[config.mk]
export PLATFORM = sky130hd
export DESIGN_NAME = shared_reg_arbiter_flat
export DESIGN_NICKNAME = d
export VERILOG_FILES = /design/src/rtl/shared_reg_arbiter_pkg.sv /design/src/rtl/shared_reg_arbiter_if.sv /design/src/rtl/rr_pick.sv /design/src/rtl/shared_reg_arbiter.sv /design/src/flat_wrapper.sv
export SDC_FILE = /design/constraint.sdc
export NUM_CORES = 1
export LEC_CHECK = 0
export ABC_CLOCK_PERIOD_IN_PS = 2400
export BUFFER_PORTS_ARGS = -buffer_cell sky130_fd_sc_hd__buf_4
export CORE_MARGIN = 5
export CORE_UTILIZATION = 40
export CTS_CLUSTER_DIAMETER = 80
export DETAILED_ROUTE_END_ITERATION = 10
export PLACE_DENSITY_LB_ADDON = 0.2
export SETUP_SLACK_MARGIN = 0.4
export SKIP_CTS_REPAIR_TIMING = 1
export SLEW_MARGIN = 10
export SYNTH_ARGS = -nofsm -noshare
export SYNTH_HDL_FRONTEND = slang
export SYNTH_SLANG_ARGS = --single-unit
[constraint.sdc]
create_clock -name clk -period 2.4 [get_ports clk]
set_input_delay 0.12 -clock clk [delete_from_list [all_inputs] [get_ports clk]]
set_output_delay 0.12 -clock clk [all_outputs]
set_load 0.03 [all_outputs]
[src/rtl/shared_reg_arbiter_pkg.sv]
// Shared definitions for the shared-register round-robin arbiter.
// Contents:
//   DefNreq / DefWidth / DefMaxBurst - default parameter values
//   arb_state_e                      - IDLE/OWNED view of the grant register
//   clog2()                          - index width helper, never returns less than 1
package shared_reg_arbiter_pkg;

    localparam int unsigned DefNreq     = 4;
    localparam int unsigned DefWidth    = 8;
    localparam int unsigned DefMaxBurst = 2;

    typedef enum logic [0:0] {
        StIdle,
        StOwned
    } arb_state_e;

    // Minimum of 1 so that single-value counters and indices still get a real bit.
    function automatic int unsigned clog2(input int unsigned n);
        int unsigned r;
        r = 1;
        for (int i = 1; i < 32; i++) begin
            if ((32'd1 << i) < n) begin
                r = i + 1;
            end
        end
        return r;
    endfunction

endpackage

[src/rtl/shared_reg_arbiter_if.sv]
// Bus between the producer blocks and the shared-register arbiter.
// Signals:
//   req     - per-requester write request (level)
//   wdata   - packed write data, requester i at [i*WIDTH +: WIDTH]
//   gnt     - registered one-hot grant of the last write
//   q       - shared register contents
//   q_valid - a write happened at the last edge
//   q_owner - index of the last writer
// Modports: master (producers), slave (arbiter).
interface shared_reg_arbiter_if
    import shared_reg_arbiter_pkg::*;
#(
    parameter int unsigned NREQ  = DefNreq,
    parameter int unsigned WIDTH = DefWidth
);

    localparam int unsigned OW = clog2(NREQ);

    logic [NREQ-1:0]       req;
    logic [NREQ*WIDTH-1:0] wdata;
    logic [NREQ-1:0]       gnt;
    logic [WIDTH-1:0]      q;
    logic                  q_valid;
    logic [OW-1:0]         q_owner;

    modport master (
        output req,
        output wdata,
        input  gnt,
        input  q,
        input  q_valid,
        input  q_owner
    );

    modport slave (
        input  req,
        input  wdata,
        output gnt,
        output q,
        output q_valid,
        output q_owner
    );

endinterface

[src/rtl/rr_pick.sv]
// Combinational rotate-priority encoder.
// Ports:
//   req     (in)  - request vector
//   ptr     (in)  - last winner; scanning starts at ptr+1 and ends at ptr itself
//   win     (out) - first requesting index found, 0 when nothing requests
//   any_req (out) - at least one request is active
module rr_pick
    import shared_reg_arbiter_pkg::*;
#(
    parameter int unsigned NREQ = DefNreq,
    parameter int unsigned PW   = clog2(NREQ)
) (
    input  logic [NREQ-1:0] req,
    input  logic [PW-1:0]   ptr,
    output logic [PW-1:0]   win,
    output logic            any_req
);

    logic          found;
    logic [PW-1:0] cand;

    always_comb begin
        win   = '0;
        found = 1'b0;
        cand  = '0;
        // Modulo wrap keeps candidates below NREQ for non-power-of-two counts.
        for (int unsigned i = 1; i <= NREQ; i++) begin
            cand = PW'((32'(ptr) + i) % NREQ);
            if (!found && req[cand]) begin
                win   = cand;
                found = 1'b1;
            end
        end
        any_req = |req;
    end

endmodule

[src/rtl/shared_reg_arbiter.sv]
// Round-robin write arbiter sharing one WIDTH-bit register among NREQ requesters.
// The current owner may keep the register for up to MAX_BURST consecutive
// grants while it keeps requesting; then priority rotates past it.
// Ports:
//   clk - rising-edge clock
//   rst - asynchronous active-high reset
//   bus - shared_reg_arbiter_if slave: req/wdata in, gnt/q/q_valid/q_owner out
module shared_reg_arbiter
    import shared_reg_arbiter_pkg::*;
#(
    parameter int unsigned NREQ      = DefNreq,
    parameter int unsigned WIDTH     = DefWidth,
    parameter int unsigned MAX_BURST = DefMaxBurst
) (
    input  logic                  clk,
    input  logic                  rst,
    shared_reg_arbiter_if.slave   bus
);

    localparam int unsigned   PW        = clog2(NREQ);
    localparam int unsigned   BW        = clog2(MAX_BURST);
    localparam logic [BW-1:0] BurstLast = BW'(MAX_BURST - 1);
    localparam logic [PW-1:0] PtrInit   = PW'(NREQ - 1);

    logic [NREQ-1:0]  gnt_q, gnt_d;
    logic [WIDTH-1:0] q_q, q_d;
    logic             q_valid_q, q_valid_d;
    logic [PW-1:0]    q_owner_q, q_owner_d;
    logic [PW-1:0]    ptr_q, ptr_d;
    logic [BW-1:0]    burst_q, burst_d;

    logic [PW-1:0]    pick_win;
    logic [PW-1:0]    win;
    logic             any_req;
    arb_state_e       state;

    assign state = (gnt_q != '0) ? StOwned : StIdle;

    rr_pick #(
        .NREQ (NREQ),
        .PW   (PW)
    ) u_pick (
        .req     (bus.req),
        .ptr     (ptr_q),
        .win     (pick_win),
        .any_req (any_req)
    );

    always_comb begin
        gnt_d     = gnt_q;
        q_d       = q_q;
        q_valid_d = q_valid_q;
        q_owner_d = q_owner_q;
        ptr_d     = ptr_q;
        burst_d   = burst_q;
        win       = pick_win;
        if (!any_req) begin
            gnt_d     = '0;
            q_valid_d = 1'b0;
            burst_d   = '0;
        end else begin
            // While OWNED, ptr_q is the current owner.
            if (state == StOwned && bus.req[ptr_q] && burst_q < BurstLast) begin
                win     = ptr_q;
                burst_d = burst_q + BW'(1);
            end else begin
                win     = pick_win;
                burst_d = '0;
            end
            gnt_d     = NREQ'(1) << win;
            q_d       = bus.wdata[32'(win)*WIDTH +: WIDTH];
            q_owner_d = win;
            ptr_d     = win;
            q_valid_d = 1'b1;
        end
    end

    always_ff @(posedge clk or posedge rst) begin
        if (rst) begin
            gnt_q     <= '0;
            q_q       <= '0;
            q_valid_q <= 1'b0;
            q_owner_q <= '0;
            ptr_q     <= PtrInit;
            burst_q   <= '0;
        end else begin
            gnt_q     <= gnt_d;
            q_q       <= q_d;
            q_valid_q <= q_valid_d;
            q_owner_q <= q_owner_d;
            ptr_q     <= ptr_d;
            burst_q   <= burst_d;
        end
    end

    assign bus.gnt     = gnt_q;
    assign bus.q       = q_q;
    assign bus.q_valid = q_valid_q;
    assign bus.q_owner = q_owner_q;

endmodule

[src/flat_wrapper.sv]
// flat-port wrapper written by rule: the top's interface ports become plain ports
module shared_reg_arbiter_flat import shared_reg_arbiter_pkg::*;
#(
    parameter int unsigned NREQ      = DefNreq,
    parameter int unsigned WIDTH     = DefWidth,
    parameter int unsigned MAX_BURST = DefMaxBurst
)
  (clk, rst, bus_req, bus_wdata, bus_gnt, bus_q, bus_q_valid, bus_q_owner);
  shared_reg_arbiter_if #(.NREQ(NREQ), .WIDTH(WIDTH)) bus_i ();
  input  logic clk;
  input  logic rst;
  input wire logic [$bits(bus_i.req)-1:0] bus_req;
  input wire logic [$bits(bus_i.wdata)-1:0] bus_wdata;
  output wire logic [$bits(bus_i.gnt)-1:0] bus_gnt;
  output wire logic [$bits(bus_i.q)-1:0] bus_q;
  output wire logic [$bits(bus_i.q_valid)-1:0] bus_q_valid;
  output wire logic [$bits(bus_i.q_owner)-1:0] bus_q_owner;
  assign bus_i.req = bus_req;
  assign bus_i.wdata = bus_wdata;
  assign bus_gnt = bus_i.gnt;
  assign bus_q = bus_i.q;
  assign bus_q_valid = bus_i.q_valid;
  assign bus_q_owner = bus_i.q_owner;
  shared_reg_arbiter #(.NREQ(NREQ), .WIDTH(WIDTH), .MAX_BURST(MAX_BURST)) u_core (.clk(clk), .rst(rst), .bus(bus_i));
endmodule
==> results.ini, run 1 <==
[status]
status=complete, no violations

[sta]
setup_tns_ps=0
fin_crit_ps=2058
relSlewSlack_pct=55.08
final-max-slew-violation-count=0
postLayoutSetupSlackWorst_ps=342.5
clock.fmax_mhz=486.0
rsz0062_at_grt=yes
finClkSkew_ps=3.048
finalSetupViolations=0
tightestPinTransition_ps=673.1
hold_viol=0
finalCritPeriodShare_pct=85.73

[synth]
seq_area_frac_synth_pct=37.44
synth.top_cell.area_share_pct=33.09
synth_fa_ha_area_share_pct=0
ys_seq_elements=18
syn-cell-area_mm2=0.001210
yosys-mux-area-fraction_pct=14.58
syn_inst=109
synth_xor_area_share_pct=0
ys.warnings.count=0
synthesis.nets=147
synth_top_family_by_area=compound AO/OA/AOI/OAI gates
synth_simple_gate_area_share_pct=13.55
synth_compound_area_share_pct=27.51
synth_cell_types=31
synth.area.top_cells=dfrtp_1 33%, a211oi_2 17%, mux2i_1 9.1%, a21boi_0 5.0%, dfstp_2 4.3%
syn_avg_cell_area_um2=11.10
synth_largest_area_cell=dfrtp_1

[route]
ant_nets=0
viasPerCell=5.351
drc=0
vias=1097
first_pass_iters=4
drt_iter0_drc=70
drt-total-wl_mm=3.306
wire_per_inst_um=16.13

[worst_setup_path]
reg2reg_to=u_core.bus.q[6]$_DFFE_PP0P_
worst-setup-path-type=reg -> reg
worstPathMaxFanout=6
r2r_slack_ps=340
worstPathRequired_ps=2580
critPathArrivalTime_ps=2230
reg2reg_depth=6
cp-start-kind=flip-flop
timing.rr.start=u_core.ptr_q[1]$_DFFE_PP1P_
end_kind=flip-flop

[placement]
placedCellCount=190
gp_congestion=0.8445
dp_hpwl_mm=2.352
dpl_cell_area_mm2=0.001618
dp_slack_ps=98.31
numPortBuffers=52

[cells_and_area]
final_cells=205
final_common_cell=buf_4
fillers=273
finalCoreUtilization_pct=59.75
multi_input_area_um2=758.2
final_layout_size_suffix_gt1_share_pct=62.21
finalNetCount=211
final-seq-area_um2=455.4
final_area_mm2=0.001779
layout_common_cells=60 x buf_4, 17 x a211oi_2, 14 x dfrtp_1, 13 x nor2_1, 8 x a21boi_0
n_antenna_cell=0
layout-area-overhead-vs-synth_pct=47.05

[floorplan]
fp.dieH_um=65.00
rows=20
ioPinCount=53
fp.dieW_um=65.00
core_mm2=0.002978
dieArea_mm2=0.004224
initial_core_util_pct=40.63

[clock_network]
clkLatencyLatePin_ps=280
cts.sinks=18
clkTransAtPathRegs_ps=100
cts_buffers=3
htreeDepth=1
clockRootBuffer=clkbuf_4
clk_path_buf_depth=2
cts_tree=done

[global_route]
grt_max_degree=23
grt_overflow=0
grt_pass1_vias=1085
antenna_found_initial=0
grt_pass1_wl_mm=5.009
gr-usage-all-layers_pct=15.24

[min_path]
min_to=u_core.bus.q[5]$_DFFE_PP0P_
hold_path_depth=3
hp-class=in -> reg
holdCritStartpoint=bus_wdata[29]

[power_and_ir_drop]
ir_drop_mv=0.6811
p_leak_nw=0.8121
powerDensity_mw_per_mm2=1483

[job]
drv_cap=0

worst max path at each step:
stage / cells past startpoint / slack [ps] / start / end
4_1_cts: 6 / 90 / u_core.ptr_q[1]$_DFFE_PP1P_ / u_core.bus.q[6]$_DFFE_PP0P_
5_1_grt: 6 / 280 / u_core.ptr_q[1]$_DFFE_PP1P_ / u_core.bus.q[1]$_DFFE_PP0P_
2_1_floorplan: 9 / 330 / u_core.ptr_q[1]$_DFFE_PP1P_ / u_core.bus.q[1]$_DFFE_PP0P_
3_3_place_gp: 6 / 130 / u_core.ptr_q[1]$_DFFE_PP1P_ / u_core.bus.q[6]$_DFFE_PP0P_
3_5_place_dp: 6 / 100 / u_core.ptr_q[1]$_DFFE_PP1P_ / u_core.bus.q[6]$_DFFE_PP0P_
6_report: 6 / 340 / u_core.ptr_q[1]$_DFFE_PP1P_ / u_core.bus.q[6]$_DFFE_PP0P_
per-layer routing:
layer	vias to the layer above	share of wire [%]	wire, um	GRT usage [%]
met5	-	0	0	0
met4	0	0.57	19	4.749
met3	2	5.2	173	3.120
met2	31	50	1668	25.16
met1	535	44	1445	19.89
li1	529	-	-	-
power breakdown:
group | internal [mW] | switching, mW | total, mW
Clock | 0.0645 | 0.0873 | 0.152
Sequential | 0.471 | 0.127 | 0.599
Combinational | 0.894 | 0.995 | 1.89
synthesized netlist by cell type:
cell and count:
mux2i_1 11, nor2_1 14, and2_4 1, or2_2 1, a211oi_2 16, buf_12 1, buf_4 2, o32a_2 1
inv_1 4, nand3_1 2, o2bb2ai_1 1, a211o_2 1, a21boi_0 8, a2bb2oi_1 1, a21o_1 2, mux2_4 2
dfrtp_1 16, a31oi_1 1, dfstp_2 2, nor4_1 1, and2_1 2, nor2b_1 2, buf_6 3, nor4_2 1
nand2_1 7, mux2i_2 1, a211oi_1 1, nand3b_1 1, or3b_1 1, a21oi_1 1, mux2i_4 1
flip-flops by register name, indices dropped and copies added (netlist names):
signal,flops
u_core.ptr_q,2
u_core.burst_q,1
u_core.bus.gnt,4
u_core.bus.q_valid,1
u_core.bus.q,8
u_core.bus.q_owner,2
cells by family after synthesis:
family	Yosys count
compound gates	33
simple gates	33
flops	18
mux	15
buf+inv	10
final cells by class:
| class | instances | area share (%) |
|---|---|---|
| tap | 33 | 2.321 |
| clock buffer | 4 | 1.477 |
| inverter | 4 | 0.8439 |
| timing repair buffer | 63 | 27.14 |
| sequential | 18 | 25.60 |
| multi-input combinational | 83 | 42.62 |
critical path, cell delays in order, from the launching register on:
cell,delay [ps]
dfstp_2,630
mux2_4,340
mux2i_4,190
a211o_4,200
and2_4,240
mux2i_2,260
a211oi_2,90
stage by stage:
stage | hold WS (ps) | total power [mW]
finish | 141.4 | 2.639
global route | 142.3 | 2.808
CTS | -59.06 | 2.365
detailed placement | 266.9 | 2.210
global placement | 238.1 | 2.180
floorplan | 56.97 | 1.938
Power figures use the tool's default switching activity.
==> inputs of run 2 (changes only) <==
--- a/config.mk
+++ b/config.mk
@@ -7,7 +7,8 @@
 export LEC_CHECK = 0
 export ABC_CLOCK_PERIOD_IN_PS = 2400
 export BUFFER_PORTS_ARGS = -buffer_cell sky130_fd_sc_hd__buf_4
-export CORE_MARGIN = 5
+export CORE_ASPECT_RATIO = 0.6
+export CORE_MARGIN = 2
 export CORE_UTILIZATION = 40
 export CTS_CLUSTER_DIAMETER = 80
 export DETAILED_ROUTE_END_ITERATION = 10
==> results.ini, run 2 (synthesis results as in run 1) <==
[placement]
placedCellCount=201
dp_hpwl_mm=2.404
numPortBuffers=52
gp_congestion=0.8138

[worst_setup_path]
worstPathRequired_ps=2540
end_kind=flip-flop
cp-start-kind=flip-flop
worst-setup-path-type=reg -> reg
worstPathMaxFanout=11
critPathArrivalTime_ps=2260

[sta]
hold_viol=16
final-max-slew-violation-count=0
relSlewSlack_pct=51.43
finalSetupViolations=0
rsz0062_at_grt=yes
finalCritPeriodShare_pct=88.43
whs_ps=-10.87
finClkSkew_ps=3.696
clock.fmax_mhz=471.2
setup_tns_ps=0
tightestPinTransition_ps=727.7
fin_crit_ps=2122

[floorplan]
fp.dieW_um=75
ioPinCount=53
fp.dieH_um=46.60
core_mm2=0.002872
rows=15
dieArea_mm2=0.003495
initial_core_util_pct=42.14

[clock_network]
cts.sinks=18
clk_path_buf_depth=2
cts_buffers=3
clkTransAtPathRegs_ps=70
htreeDepth=1
cts_tree=done
clockRootBuffer=clkbuf_8
clkLatencyLatePin_ps=260

[cells_and_area]
final_layout_size_suffix_gt1_share_pct=58.33
largest_reg_flops=8
final_common_cell=buf_4
final_cells=210
finalNetCount=207
fillers=251
layout-area-overhead-vs-synth_pct=44.88
n_antenna_cell=0
layout_common_cells=57 x buf_4, 17 x a211oi_2, 14 x nor2_1, 14 x dfrtp_1

[route]
vias=1136
ant_nets=0
viasPerCell=5.410
wire_per_inst_um=16.43
first_pass_iters=5
drc=0
drt-total-wl_mm=3.451
drt_iter0_drc=65

[status]
status=complete, but fails checks
violations=hold timing

[global_route]
grt_overflow=0
grt_pass1_vias=1017
gr-usage-all-layers_pct=17.62
grt_pass1_wl_mm=4.498
antenna_found_initial=0
grt_max_degree=23

[power_and_ir_drop]
ir_drop_mv=0.6485
powerDensity_mw_per_mm2=1503
p_leak_nw=0.7943
p_total_mw=2.634

[job]
drv_cap=0

[min_path]
hp-class=in -> async

## run 2: path summary, 6_finish.rpt
path                                                        start                                end  slack [ps]  cells after the start
worst max-delay path                  u_core.ptr_q[1]$_DFFE_PP1P_        u_core.bus.q[7]$_DFFE_PP0P_         280                      6
worst min-delay path                                          rst        u_core.bus.q[0]$_DFFE_PP0P_         -10                      2
worst max register to register        u_core.ptr_q[1]$_DFFE_PP1P_        u_core.bus.q[7]$_DFFE_PP0P_         280                      6
worst min register to register  u_core.bus.q_owner[1]$_DFFE_PP0P_  u_core.bus.q_owner[1]$_DFFE_PP0P_         490                      2
max in group asynchronous                                     rst        u_core.bus.gnt[2]$_DFF_PP0_        1910                      2
min in group clk                                    bus_wdata[31]        u_core.bus.q[7]$_DFFE_PP0P_         190                      3
## run 2: metal layers
layer	global-route usage [%]	share of wire (%)	vias up
met4	3.571	1.7	0
met2	30.00	46	59
met5	0	0	-
met3	6.565	8.8	14
met1	21.68	44	544
li1	-	-	519
## run 2: cell type report
class / instances / area, um2 / share of cell area, %
clock buffer: 4 / 45.04 / 2.570
multi-input combinational: 83 / 740.7 / 42.26
sequential: 18 / 455.4 / 25.98
timing repair buffer: 59 / 444.2 / 25.34
inverter: 4 / 15.01 / 0.8565
tap: 42 / 52.55 / 2.998
## run 2: worst max-delay path, cell delays in order, from the launching register on
cell      delay [ps]
dfstp_2          620
mux2_4           350
mux2i_4          220
a211o_4          230
and2_4           250
mux2i_2          250
a211oi_2          90
## run 2: per-stage QoR
stage,cell area [um2],setup WS (ps),utilization (%)
global placement,1644,241.8,57.25
finish,1753,277.7,61.05
global route,1753,208.6,61.05
CTS,1689,141.4,58.82
detailed placement,1644,139.2,57.25
floorplan,1244,331.3,-
## run 2: power breakdown
part	switching, mW	internal (mW)	leakage (nW)
logic	0.993	0.829	0.564
registers	0.119	0.472	0.207
clock network	0.103	0.118	0.0228
